**src/rtl/lsu_pkg.sv**
```systemverilog
// Shared definitions for the load/store unit: funct3 codes, FSM states and size decoding.
package lsu_pkg;

  localparam logic [2:0] F3_B  = 3'b000;
  localparam logic [2:0] F3_H  = 3'b001;
  localparam logic [2:0] F3_W  = 3'b010;
  localparam logic [2:0] F3_BU = 3'b100;
  localparam logic [2:0] F3_HU = 3'b101;

  typedef enum logic [1:0] {IDLE, ACC0, ACC1, DONE} lsu_state_t;

  // Access size in bytes; 0 marks a code that is not a load size.
  function automatic logic [2:0] size_of(input logic [2:0] funct3);
    case (funct3)
      F3_B, F3_BU: return 3'd1;
      F3_H, F3_HU: return 3'd2;
      F3_W:        return 3'd4;
      default:     return 3'd0;
    endcase
  endfunction

  function automatic logic is_legal(input logic write, input logic [2:0] funct3);
    if (write) return (funct3 == F3_B) || (funct3 == F3_H) || (funct3 == F3_W);
    return size_of(funct3) != 3'd0;
  endfunction

endpackage

```
**src/rtl/load_store_unit_if.sv**
```systemverilog
// Pipeline request/response handshake plus data-memory port of the load/store unit.
interface load_store_unit_if #(
  parameter int unsigned DM_ADDRESS = 9,
  parameter int unsigned DATA_W     = 32
);
  logic                  req_valid;
  logic                  req_ready;
  logic                  req_write;
  logic [2:0]            req_funct3;
  logic [DM_ADDRESS-1:0] req_addr;
  logic [DATA_W-1:0]     req_wdata;
  logic                  resp_valid;
  logic [DATA_W-1:0]     resp_rdata;
  logic                  resp_err;
  logic [DM_ADDRESS-3:0] mem_addr;
  logic                  mem_re;
  logic                  mem_we;
  logic [3:0]            mem_be;
  logic [DATA_W-1:0]     mem_wdata;
  logic [DATA_W-1:0]     mem_rdata;

  modport slave (
    input  req_valid, req_write, req_funct3, req_addr, req_wdata, mem_rdata,
    output req_ready, resp_valid, resp_rdata, resp_err,
    output mem_addr, mem_re, mem_we, mem_be, mem_wdata
  );

  modport master (
    output req_valid, req_write, req_funct3, req_addr, req_wdata, mem_rdata,
    input  req_ready, resp_valid, resp_rdata, resp_err,
    input  mem_addr, mem_re, mem_we, mem_be, mem_wdata
  );
endinterface

```
**src/rtl/lsu_lane_align.sv**
```systemverilog
// Combinational byte-lane steering: store enables/data across two words, load shift and extend.
module lsu_lane_align
  import lsu_pkg::*;
(
  input  logic [2:0]  funct3,
  input  logic [1:0]  offset,
  input  logic [31:0] wdata,
  input  logic [31:0] word0,
  input  logic [31:0] word1,
  output logic [3:0]  be0,
  output logic [3:0]  be1,
  output logic [31:0] wd0,
  output logic [31:0] wd1,
  output logic [31:0] rdata
);
  logic [7:0]  lanes;
  logic [7:0]  en;
  logic [31:0] bmask;
  logic [63:0] dat;
  logic [63:0] shifted;

  always_comb begin
    case (size_of(funct3))
      3'd1:    lanes = 8'h01;
      3'd2:    lanes = 8'h03;
      3'd4:    lanes = 8'h0f;
      default: lanes = 8'h00;
    endcase
    en    = lanes << offset;
    bmask = {{8{lanes[3]}}, {8{lanes[2]}}, {8{lanes[1]}}, {8{lanes[0]}}};
    // Lanes that spill past byte 3 land in the following word.
    dat     = {32'b0, wdata & bmask} << {offset, 3'b000};
    be0     = en[3:0];
    be1     = en[7:4];
    wd0     = dat[31:0];
    wd1     = dat[63:32];
    shifted = {word1, word0} >> {offset, 3'b000};
    case (funct3)
      F3_B:    rdata = {{24{shifted[7]}}, shifted[7:0]};
      F3_H:    rdata = {{16{shifted[15]}}, shifted[15:0]};
      F3_W:    rdata = shifted[31:0];
      F3_BU:   rdata = {24'b0, shifted[7:0]};
      F3_HU:   rdata = {16'b0, shifted[15:0]};
      default: rdata = 32'b0;
    endcase
  end
endmodule

```
**src/rtl/load_store_unit.sv**
```systemverilog
// Load/store unit: turns byte/half/word requests into one or two word accesses and a response.
module load_store_unit
  import lsu_pkg::*;
#(
  parameter int unsigned DM_ADDRESS = 9,
  parameter int unsigned DATA_W     = 32
) (
  input logic             clk,
  input logic             rst_n,
  load_store_unit_if.slave bus
);
  localparam int unsigned WW = DM_ADDRESS - 2;

  lsu_state_t            state_q, state_d;
  logic                  write_q, err_q;
  logic [2:0]            f3_q;
  logic [DM_ADDRESS-1:0] addr_q;
  logic [DATA_W-1:0]     wdata_q, word0_q;

  logic [WW-1:0]     w0, w1;
  logic              split;
  logic [3:0]        be0, be1;
  logic [DATA_W-1:0] wd0, wd1, ld_data, ld_word0;

  assign w0       = addr_q[DM_ADDRESS-1:2];
  assign w1       = w0 + WW'(1);
  assign split    = ({1'b0, addr_q[1:0]} + size_of(f3_q)) > 3'd4;
  // Non-split loads take their only word straight from the memory read port.
  assign ld_word0 = split ? word0_q : bus.mem_rdata;

  lsu_lane_align u_align (
    .funct3 (f3_q),
    .offset (addr_q[1:0]),
    .wdata  (wdata_q),
    .word0  (ld_word0),
    .word1  (bus.mem_rdata),
    .be0    (be0),
    .be1    (be1),
    .wd0    (wd0),
    .wd1    (wd1),
    .rdata  (ld_data)
  );

  always_ff @(posedge clk or negedge rst_n) begin
    if (!rst_n) begin
      state_q <= IDLE;
      write_q <= 1'b0;
      err_q   <= 1'b0;
      f3_q    <= 3'b0;
      addr_q  <= '0;
      wdata_q <= '0;
      word0_q <= '0;
    end else begin
      state_q <= state_d;
      if (state_q == IDLE && bus.req_valid) begin
        write_q <= bus.req_write;
        err_q   <= !is_legal(bus.req_write, bus.req_funct3);
        f3_q    <= bus.req_funct3;
        addr_q  <= bus.req_addr;
        wdata_q <= bus.req_wdata;
      end
      if (state_q == ACC1) word0_q <= bus.mem_rdata;
    end
  end

  always_comb begin
    state_d        = state_q;
    bus.req_ready  = 1'b0;
    bus.resp_valid = 1'b0;
    bus.resp_rdata = '0;
    bus.resp_err   = 1'b0;
    bus.mem_addr   = '0;
    bus.mem_re     = 1'b0;
    bus.mem_we     = 1'b0;
    bus.mem_be     = 4'b0;
    bus.mem_wdata  = '0;
    case (state_q)
      IDLE: begin
        bus.req_ready = 1'b1;
        if (bus.req_valid) state_d = is_legal(bus.req_write, bus.req_funct3) ? ACC0 : DONE;
      end
      ACC0: begin
        bus.mem_addr = w0;
        if (write_q) begin
          bus.mem_we    = 1'b1;
          bus.mem_be    = be0;
          bus.mem_wdata = wd0;
        end else begin
          bus.mem_re = 1'b1;
        end
        state_d = split ? ACC1 : DONE;
      end
      ACC1: begin
        bus.mem_addr = w1;
        if (write_q) begin
          bus.mem_we    = 1'b1;
          bus.mem_be    = be1;
          bus.mem_wdata = wd1;
        end else begin
          bus.mem_re = 1'b1;
        end
        state_d = DONE;
      end
      DONE: begin
        bus.resp_valid = 1'b1;
        bus.resp_err   = err_q;
        if (!write_q && !err_q) bus.resp_rdata = ld_data;
        state_d = IDLE;
      end
      default: state_d = IDLE;
    endcase
  end
endmodule

```
**src/flat_wrapper.sv**
```systemverilog
// flat-port wrapper written by rule: the top's interface ports become plain ports
module load_store_unit_flat import lsu_pkg::*;
#(
  parameter int unsigned DM_ADDRESS = 9,
  parameter int unsigned DATA_W     = 32
)
  (clk, rst_n, bus_req_valid, bus_req_write, bus_req_funct3, bus_req_addr, bus_req_wdata, bus_mem_rdata, bus_req_ready, bus_resp_valid, bus_resp_rdata, bus_resp_err, bus_mem_addr, bus_mem_re, bus_mem_we, bus_mem_be, bus_mem_wdata);
  load_store_unit_if #(.DM_ADDRESS(DM_ADDRESS), .DATA_W(DATA_W)) bus_i ();
  input logic clk;
  input logic rst_n;
  input wire logic [$bits(bus_i.req_valid)-1:0] bus_req_valid;
  input wire logic [$bits(bus_i.req_write)-1:0] bus_req_write;
  input wire logic [$bits(bus_i.req_funct3)-1:0] bus_req_funct3;
  input wire logic [$bits(bus_i.req_addr)-1:0] bus_req_addr;
  input wire logic [$bits(bus_i.req_wdata)-1:0] bus_req_wdata;
  input wire logic [$bits(bus_i.mem_rdata)-1:0] bus_mem_rdata;
  output wire logic [$bits(bus_i.req_ready)-1:0] bus_req_ready;
  output wire logic [$bits(bus_i.resp_valid)-1:0] bus_resp_valid;
  output wire logic [$bits(bus_i.resp_rdata)-1:0] bus_resp_rdata;
  output wire logic [$bits(bus_i.resp_err)-1:0] bus_resp_err;
  output wire logic [$bits(bus_i.mem_addr)-1:0] bus_mem_addr;
  output wire logic [$bits(bus_i.mem_re)-1:0] bus_mem_re;
  output wire logic [$bits(bus_i.mem_we)-1:0] bus_mem_we;
  output wire logic [$bits(bus_i.mem_be)-1:0] bus_mem_be;
  output wire logic [$bits(bus_i.mem_wdata)-1:0] bus_mem_wdata;
  assign bus_i.req_valid = bus_req_valid;
  assign bus_i.req_write = bus_req_write;
  assign bus_i.req_funct3 = bus_req_funct3;
  assign bus_i.req_addr = bus_req_addr;
  assign bus_i.req_wdata = bus_req_wdata;
  assign bus_i.mem_rdata = bus_mem_rdata;
  assign bus_req_ready = bus_i.req_ready;
  assign bus_resp_valid = bus_i.resp_valid;
  assign bus_resp_rdata = bus_i.resp_rdata;
  assign bus_resp_err = bus_i.resp_err;
  assign bus_mem_addr = bus_i.mem_addr;
  assign bus_mem_re = bus_i.mem_re;
  assign bus_mem_we = bus_i.mem_we;
  assign bus_mem_be = bus_i.mem_be;
  assign bus_mem_wdata = bus_i.mem_wdata;
  load_store_unit #(.DM_ADDRESS(DM_ADDRESS), .DATA_W(DATA_W)) u_core (.clk(clk), .rst_n(rst_n), .bus(bus_i));
endmodule
```
**config.mk**
```make
export PLATFORM = sky130hd
export DESIGN_NAME = load_store_unit_flat
export DESIGN_NICKNAME = d
export VERILOG_FILES = /design/src/rtl/lsu_pkg.sv /design/src/rtl/load_store_unit_if.sv /design/src/rtl/lsu_lane_align.sv /design/src/rtl/load_store_unit.sv /design/src/flat_wrapper.sv
export SDC_FILE = /design/constraint.sdc
export NUM_CORES = 1
export LEC_CHECK = 0
export ABC_AREA = 1
export BUFFER_PORTS_ARGS = -buffer_cell sky130_fd_sc_hd__buf_4
export CAP_MARGIN = 20
export CORE_MARGIN = 2
export CORE_UTILIZATION = 54
export DETAILED_ROUTE_END_ITERATION = 6
export PLACE_DENSITY = 0.83
export SLEW_MARGIN = 30
export SYNTH_ARGS = -nofsm -noshare
export SYNTH_HDL_FRONTEND = slang
export SYNTH_SLANG_ARGS = --single-unit
export TNS_END_PERCENT = 50
```
**constraint.sdc**
```tcl
create_clock -name clk -period 4.4 [get_ports clk]
set_input_delay 0.88 -clock clk [delete_from_list [all_inputs] [get_ports clk]]
set_output_delay 0.88 -clock clk [all_outputs]
set_load 0.005 [all_outputs]
```
Word level (Yosys, flattened, before mapping)
Cells that the tools add are included.
{"block": "totals", "ff_bits": 80, "input_bits": 80, "out_inout_bits": 80, "word_cells": 86}
{"block": "op_classes", "addsub": 2, "n_lt_le_gt_ge": 1, "eq_ne": 15, "shift": 3, "mux": 40, "bitwise_logic": 1, "reduce_logical": 17}
{"cell": "2-to-1 mux 32 bit", "n": 5}
{"cell": "case mux 32 bit (5 select lines)", "n": 1}
{"cell": "case mux 32 bit (2 select lines)", "n": 1}
{"cell": "<< shifter 32 x 5 -> 64 bit", "n": 1}
{"cell": ">> shifter 64 x 5 -> 32 bit", "n": 1}
{"cell": "bitwise AND 32 bit", "n": 1}
{"cell": "2-to-1 mux 1 bit", "n": 18}
{"cell": "case mux 3 bit (3 select lines)", "n": 2}
{"cell": "equality test 3 bit (second input constant)", "n": 5}
{"cell": "2-to-1 mux 3 bit", "n": 5}
{"cell": "case mux 7 bit (2 select lines)", "n": 1}
{"cell": "case mux 4 bit (3 select lines)", "n": 1}
{"cell": "OR reduction 2 bit", "n": 5}
{"cell": "equality test 3 x 1 -> 1 bit (second input constant)", "n": 3}
{"cell": "equality test 3 x 2 -> 1 bit (second input constant)", "n": 3}
{"cell": "2-to-1 mux 4 bit", "n": 2}
{"cell": "case mux 2 bit (4 select lines)", "n": 1}
{"cell": "case mux 4 bit (2 select lines)", "n": 1}
{"cell": "<< shifter 4 x 2 -> 8 bit", "n": 1}
{"cell": "adder 7 x 1 -> 7 bit (second input constant)", "n": 1}
{"cell": "zero test 3 bit", "n": 2}
{"cell": "nonzero test 3 bit", "n": 2}
{"cell": "equality test 2 bit (second input constant)", "n": 2}
{"cell": "2-to-1 mux 2 bit", "n": 2}
{"cell": "other kinds (8)", "n": 12}

Logic depth before layout (Yosys ltp)
Gate-level depths: netlist (run 1).
{"block": "depth", "ltp_word": 13, "ltp_mapped": 17, "ltp_nobuf": 14}

Cells and area by module
From an unflattened synthesis (run 1), not the netlist that was laid out.
{"block": "unflattened", "hier_cells": 1163, "area_unflattened_um2": 6887.9}
{"mod": "load_store_unit", "instances": 1, "cells_each": 661, "area_per_inst_um2": 4594.4, "seq_area_each_um2": 2001.9}
{"mod": "lsu_lane_align", "instances": 1, "cells_each": 502, "area_per_inst_um2": 2293.4, "seq_area_each_um2": 0.0}

Worst setup path after synthesis (run 1)
OpenSTA, ideal clock, no wires.
{"block": "synth_timing", "path_kind": "register -> output", "startpoint": "reg u_core.addr_q[1]", "endpoint": "out bus_resp_rdata[21]", "t_arrival_ns": 2.870, "required_ns": 3.520, "path_slack_ns": 0.650, "stages_incl_launch_ff": 16, "n_path_buf": 5, "path_cell_list": "dfrtp_1 > buf_2 > inv_1 > buf_2 > buf_2 > buf_1 > fa_1 > nand2_1 > clkbuf_1 > nand4_1 > nand3_1 > nand2_1 > o21ai_0 > nand3_1 > nand2_1 > inv_1"}
{"block": "synth_between", "elab_chain_cells": 7}
{"element": "start, declared", "line_no": "load_store_unit.sv:17", "rtl": "logic [DM_ADDRESS-1:0] addr_q;"}
{"element": "start signal, assigned", "line_no": "load_store_unit.sv:59", "rtl": "addr_q <= bus.req_addr;"}
{"element": "adder 2 x 3 -> 3 bit", "line_no": "load_store_unit.sv:27", "rtl": "assign split = ({1'b0, addr_q[1:0]} + size_of(f3_q)) > 3'd4;"}
{"element": "greater-than comparator 3 bit", "line_no": "load_store_unit.sv:27"}
{"element": "2-to-1 mux 32 bit", "line_no": "load_store_unit.sv:29", "rtl": "assign ld_word0 = split ? word0_q : bus.mem_rdata;"}
{"element": ">> shifter 64 x 5 -> 32 bit *", "line_no": "lsu_lane_align.sv:37", "rtl": "shifted = {word1, word0} >> {offset, 3'b000};"}
{"element": "case mux 32 bit (5 select lines) *", "line_no": "lsu_lane_align.sv:38", "rtl": "case (funct3)"}
{"element": "2-to-1 mux 32 bit *", "line_no": "load_store_unit.sv:107", "rtl": "if (!write_q && !err_q) bus.resp_rdata = ld_data;"}
{"element": "2-to-1 mux 32 bit *", "line_no": "load_store_unit.sv:77", "rtl": "case (state_q)"}
{"element": "end, declared", "line_no": "flat_wrapper.sv:19", "rtl": "output wire logic [$bits(bus_i.resp_rdata)-1:0] bus_resp_rdata;"}
Every way passes the cells marked *; elsewhere a longest branch is shown, timed or not.

Worst setup path after layout (run 1)
{"block": "layout_timing", "startpoint": "reg u_core.f3_q[1]", "endpoint": "out bus_resp_rdata[21]"}
{"block": "layout_between", "elab_chain_cells": 10, "word_cells_on_any_way": 15, "cone_classes": "add/sub: 1; order compare: 1; eq/ne: 4; shift: 1; mux: 5; reduce/logical: 3"}
{"element": "start, declared", "line_no": "load_store_unit.sv:16", "rtl": "logic [2:0] f3_q;"}
{"element": "start signal, assigned", "line_no": "load_store_unit.sv:58", "rtl": "f3_q <= bus.req_funct3;"}
{"element": "equality test 3 x 1 -> 1 bit, or another cell as far along", "line_no": "lsu_pkg.sv:14, lsu_lane_align.sv:38"}
{"element": "OR reduction 2 bit", "line_no": "lsu_pkg.sv:14", "rtl": "case (funct3)"}
{"element": "case mux 3 bit (3 select lines)", "line_no": "lsu_pkg.sv:14"}
{"element": "adder 2 x 3 -> 3 bit", "line_no": "load_store_unit.sv:27"}
{"element": "greater-than comparator 3 bit", "line_no": "load_store_unit.sv:27"}
{"element": "2-to-1 mux 32 bit", "line_no": "load_store_unit.sv:29"}
{"element": ">> shifter 64 x 5 -> 32 bit", "line_no": "lsu_lane_align.sv:37"}
{"element": "case mux 32 bit (5 select lines) *", "line_no": "lsu_lane_align.sv:38"}
{"element": "2-to-1 mux 32 bit *", "line_no": "load_store_unit.sv:107"}
{"element": "2-to-1 mux 32 bit *", "line_no": "load_store_unit.sv:77"}
Marks and branches as above.

==> results.toml, run 1 <==
[worst_setup_path]
critPathLaunchType = "flip-flop"
reg2reg_to = "u_core.state_q[1]"
reg2reg_setup_slack_ns = 2.06
critPathCaptureType = "primary output"
crit_fanout = 24
required_ns = 3.52
r2r_start = "u_core.state_q[0]"
crit_type = "flip-flop to primary output"
critPathLaunch = "u_core.f3_q[1]"
r2r_cells = 7
arrival_ns = 3.25

[logic_synthesis]
syn_area_um2 = 6170
synth_top_area_frac = 0.3245
synth-async-reset-ratio = 1.000
synth_nets = 1078
synth_top_flop_cell = "dfrtp_1"
synth_area_per_cell_um2 = 6.226
yosys_warnings = 0
synth_area_leaders = "dfrtp_1 32%, nand2_1 19%, o21ai_0 9.7%, nand3_1 7.3%, inv_1 7.1%"
seq_area_frac_synth = 0.3245
ys_types = 31
synth_seq_cells = 80
synth_top_cell_by_area = "dfrtp_1"
syn_inst = 991
synth_edf_count = 0

[timing]
tightest_slew_ns = 0.8824
setup_viol = 0
fin_setup_tns_ns = 0
period_minus_slack_ns = 4.131
hold_viol = 0
slew_violations = 0
fmax_mhz = 242.1
whs_ns = 0.4815
min_period_over_period = 0.9389
max_slew_margin = 0.4108
rsz0062_at_grt = "no"
fin_skew_ns = 0.006224

[clock_network]
numCtsBuffers = 9
cts-root-buf = "clkbuf_16"
cts.sinks = 80
cts_tree = "yes"
cts-hold-fix-buffers = 0
insertion_delay_ns = 0.34
clk_pin_slew_worst_paths_ns = 0.07
htree_levels = 3
clk_path_buf_depth = 2

[floorplan]
core-area_um2 = 11270
start_util = 0.5473
die_h_um = 110.9
core.rowCount = 39
ios = 160
dieArea_um2 = 12300
die_w_um = 110.9

[global_routing]
use_met1 = 0.4348
met3_usage = 0.05413
grt_pass1_wl_mm = 33.53
grt_max_degree = 81
grtUsageMet2 = 0.5403
overflow = 0
antenna_found_initial = 0
grt_busiest_layer = "met2"
grt_pass1_vias = 6838
track_usage = 0.3346

[worst_hold_path]
holdPathStages = 2
min_to = "u_core.wdata_q[14]"
hold_start = "u_core.wdata_q[14]"
hp-class = "flip-flop to flip-flop"

[power]
p_total_mw = 5.769
power_density_nw_per_um2 = 742.9
p_leak_nw = 4.062
ir_drop_mv = 0.4366

[status]
status = "complete, no violations"

[cells_and_area]
regArea_um2 = 2003
area_growth_pct = 25.86
fill_cells = 1065
multi_input_area_um2 = 3457
antenna_cells = 0
utilization = 0.6889
nets = 1204
drive_above_1_share = 0.1889
stdcell_area_um2 = 7765

[placed_design]
dp_hpwl_mm = 14.34
portBuffers = 159
routabilityCongestion = 0.9706
place_area_um2 = 7388

[route]
wl_per_cell_um = 16.55
drc_errors = 0
drtIter0Drc = 661
dr.pass1.iters = 7
vias = 7397
routed_wl_mm = 20.93
drtAntennaViolNets = 0
routed_via_density = 5.847

[run]
cap_violations = 0
==> layout by cell type (no fill, tap or decap), drive strengths merged, types with 3 or more instances in the layout <==
master / n
nand4: 19
o211ai: 24
a21oi: 85
inv: 119
o21ai: 119
nor3: 7
dfrtp: 80
clkinv: 5
buf: 181
ha: 6
clkbuf: 10
nand3: 96
nor2: 36
a221oi: 4
a22o: 3
nand2: 318
==> report_power, final <==
group	leakage [nW]	internal [mW]	switching [mW]	total [mW]
clock	0.139	0.442	0.326	0.768
sequential	0.989	1.09	0.247	1.34
combinational	2.93	1.22	2.44	3.66
total	4.06	2.76	3.01	5.77
==> sequential cells by signal, indices dropped and copies added (netlist names) <==
| register | cells |
|---|---|
| u_core.addr_q | 9 |
| u_core.wdata_q | 32 |
| u_core.state_q | 2 |
| u_core.word0_q | 32 |
| u_core.err_q | 1 |
| u_core.write_q | 1 |
| u_core.f3_q | 3 |
==> metal layers <==
| layer | wire, µm | vias up |
|---|---|---|
| met3 | 1961 | 78 |
| met5 | 0 | - |
| met4 | 996 | 0 |
| met2 | 9727 | 451 |
| met1 | 8246 | 3380 |
| li1 | - | 3488 |
==> worst max-delay path, cell delays in order, from the launching register on <==
cell	delay [ns]
dfrtp_1	0.46
nor2_1	0.17
ha_1	0.17
inv_1	0.06
fa_1	0.44
nand2_1	0.26
buf_4	0.25
nand4_1	0.13
nand3_1	0.15
nand3_2	0.13
nand3_4	0.26
nand3_1	0.12
nand2_1	0.11
inv_1	0.06
buf_4	0.13
==> synthesized netlist by cell type (2+ instances only) <==
library cell	number
nor3_1	6
clkinv_1	3
nand4_1	19
nand2_1	316
dfrtp_1	80
o211ai_1	24
buf_2	12
o21ai_0	119
o22ai_1	2
ha_1	6
nand3_2	4
a221oi_1	4
nor2_1	35
a21oi_1	85
inv_2	2
nand3_4	2
a32o_1	2
buf_1	8
clkbuf_1	44
a22o_1	3
inv_1	116
nand3_1	90
==> cell type report <==
type | count | area share
repair buffers | 181 | 0.1771
flip-flops and latches | 80 | 0.2580
inverters | 121 | 0.05849
clock inverters | 6 | 0.008701
well taps | 143 | 0.02304
clock buffers | 10 | 0.02949
multi-input cells | 724 | 0.4452
==> how the worst max path moves through the flow <==
| stage | to | depth (start not counted) |
|---|---|---|
| final | bus_resp_rdata[21] | 14 |
| after global placement | bus_resp_rdata[20] | 16 |
| after detailed placement | bus_resp_rdata[20] | 16 |
| after floorplan | bus_resp_rdata[21] | 15 |
| after CTS | bus_resp_rdata[20] | 16 |
| after global routing | bus_resp_rdata[22] | 14 |
==> per-stage QoR <==
stage	worst slack, ns	cells
4_1_cts	0.02893	1258
3_3_place_gp	0.4646	1242
6_report	0.2688	1265
3_5_place_dp	0.4043	1242
5_1_grt	0.05101	1265
2_1_floorplan	0.6501	991
==> kinds of logic after synthesis <==
kind of cell	Yosys count	synth area share
adders and majority gates	7	0.01541
buffers and inverters	187	0.1180
AOI/OAI and AO/OA	241	0.2129
DFF	80	0.3245
and+or+nand+nor	476	0.3291
==> timing repair <==
item	CTS	global route
resized for setup	0	5
endpoints found under the setup margin	0	29
buffers inserted	0	7
No activity file was read; power rests on OpenSTA's default activity.
==> run 2: changes to the inputs <==
- CORE_MARGIN: 2 -> unset
- REMOVE_ABC_BUFFERS: unset -> 1
==> run 2 against run 1 <==
  * Cell count decreased by 0.79%
  * Critical path depth increased by 1
  * Maximum frequency is 1.4% higher
  * Sequential power about the same
  * Worst setup slack better by 0.058 ns
==> results.toml, run 2 (synthesis gave the netlist of run 1 again) <==
[status]
status = "complete, no violations"

[route]
drc_errors = 0
wl_per_cell_um = 15.30
dr.pass1.iters = 5
drtIter0Drc = 799
vias = 7204
routed_wl_mm = 19.21
routed_via_density = 5.740
drtAntennaViolNets = 0

[clock_network]
numCtsBuffers = 9
htree_levels = 3
cts_tree = "yes"
clk_pin_slew_worst_paths_ns = 0.06
clk_path_buf_depth = 2
insertion_delay_ns = 0.34
cts-hold-fix-buffers = 0
cts.sinks = 80
cts-root-buf = "clkbuf_16"

[placed_design]
routabilityCongestion = 0.8662
place_area_um2 = 7355
portBuffers = 159
dp_hpwl_mm = 12.52

[worst_setup_path]
crit_fanout = 24
cpPeakStageDelay_ns = 0.47
r2r_cells = 9
crit_type = "flip-flop to primary output"
worst_path_max_delay_cell = "dfrtp_1"
path_cells = "nor2_1 -> ha_1 -> inv_1 -> fa_1 -> nand2_1 -> nand3_4 -> buf_4 -> nand2_1 -> nand3_1 -> nand3_1 -> nand3_4 -> nand3_1 -> nand2_1 -> inv_1 -> buf_4"
arrival_ns = 3.19
critPathLaunchType = "flip-flop"
critPathCaptureType = "primary output"
required_ns = 3.52

[worst_hold_path]
hp-class = "flip-flop to flip-flop"
holdPathStages = 2

[global_routing]
grt_pass1_vias = 6466
grt_pass1_wl_mm = 30.90
track_usage = 0.3308
grt_max_degree = 81
antenna_found_initial = 0
overflow = 0

[cells_and_area]
final_common_cell = "nand2_1"
layout_common_cells = "316 x nand2_1, 172 x buf_4, 119 x o21ai_0, 114 x inv_1, 90 x nand3_1"
stdcell_area_um2 = 7749
antenna_cells = 0
nets = 1197
multi_input_area_um2 = 3457
largestRegisters = "u_core.wdata_q: 32 flops, u_core.word0_q: 32 flops, u_core.addr_q: 9 flops"
regArea_um2 = 2003
area_growth_pct = 25.59
utilization = 0.7055
drive_above_1_share = 0.1848
fill_cells = 1012

[floorplan]
dieArea_um2 = 11860
start_util = 0.5617
core-area_um2 = 10980
core.rowCount = 38
ios = 160
die_h_um = 108.9
die_w_um = 108.9

[power]
swShare = 0.5093
p_total_mw = 5.733
sequentialPowerShare = 0.230
p_leak_nw = 4.048
ir_drop_mv = 0.5109
p_int_mw = 2.813
p_comb_frac = 0.620
pwr-share-clk = 0.149
power_density_nw_per_um2 = 739.8
switchingPower_mw = 2.920

[timing]
min_period_over_period = 0.9256
hold_viol = 0
tightest_slew_ns = 0.9017
fmax_mhz = 245.5
rsz0062_at_grt = "no"
max_slew_margin = 0.3974
period_minus_slack_ns = 4.073
setup_viol = 0
fin_skew_ns = 0.005352
slew_violations = 0

[run]
cap_violations = 0
[run 2: area by class of cell]
cell class / count / area share
Timing Repair Buffer: 174 / 0.1700
Clock buffer: 12 / 0.03439
Clock inverter: 4 / 0.009688
Multi-Input combinational cell: 724 / 0.4461
Sequential cell: 80 / 0.2585
Tap cell: 140 / 0.02261
Inverter: 121 / 0.05861
[run 2: final timing paths]
| check | start | slack, ns | to |
|---|---|---|---|
| max | u_core.f3_q[1] | 0.33 | bus_resp_rdata[27] |
| min | u_core.wdata_q[13] | 0.49 | u_core.wdata_q[13] |
| max reg2reg | u_core.f3_q[1] | 2.18 | u_core.state_q[0] |
| min reg2reg | u_core.wdata_q[13] | 0.49 | u_core.wdata_q[13] |
| max in group asynchronous | rst_n | 3.26 | u_core.addr_q[0] |
| min in group asynchronous | rst_n | 0.57 | u_core.word0_q[0] |
[run 2: worst max-delay path, delay by kind of cell (launching register included)]
| family | cells | cell delay, ns |
|---|---|---|
| flops | 1 | 0.47 |
| buf+inv | 4 | 0.41 |
| fa+ha+maj | 2 | 0.61 |
| simple gates | 9 | 1.37 |
[run 2: per-layer routing]
| layer | GRT usage | vias to the layer above | wire (µm) |
|---|---|---|---|
| met5 | 0 | - | 0 |
| met4 | 0.1458 | 0 | 523 |
| met3 | 0.05619 | 46 | 1772 |
| met2 | 0.5256 | 429 | 8862 |
| met1 | 0.4419 | 3250 | 8049 |
| li1 | - | 3479 | - |
[run 2: what timing repair did]
action / 4_1_cts / 5_1_grt
setup buffers: 0 / 4
resized for setup: 0 / 4
endpoints found under the setup margin: 0 / 30
[run 2: through the flow]
stage | setup slack, ns | TNS, ns | cells | hold WS [ns]
6_report | 0.3272 | 0 | 1255 | 0.4885
4_1_cts | 0.04301 | 0 | 1251 | 0.4864
2_1_floorplan | -0.5451 | -16.09 | 925 | 0.4492
3_5_place_dp | 0.4177 | 0 | 1235 | 0.4716
3_3_place_gp | 0.5131 | 0 | 1235 | 0.4642
5_1_grt | 0.08204 | 0 | 1255 | 0.5034
[run 2: power by group through the flow]
stage                     logic [mW]  clock network [mW]  registers (mW)
after floorplan                 2.23                   0            1.35
after global placement          3.33                   0            1.31
after detailed placement        3.40                   0            1.32
after CTS                       3.42               0.856            1.31
after global routing            3.96               0.890            1.36
final                           3.56               0.856            1.32
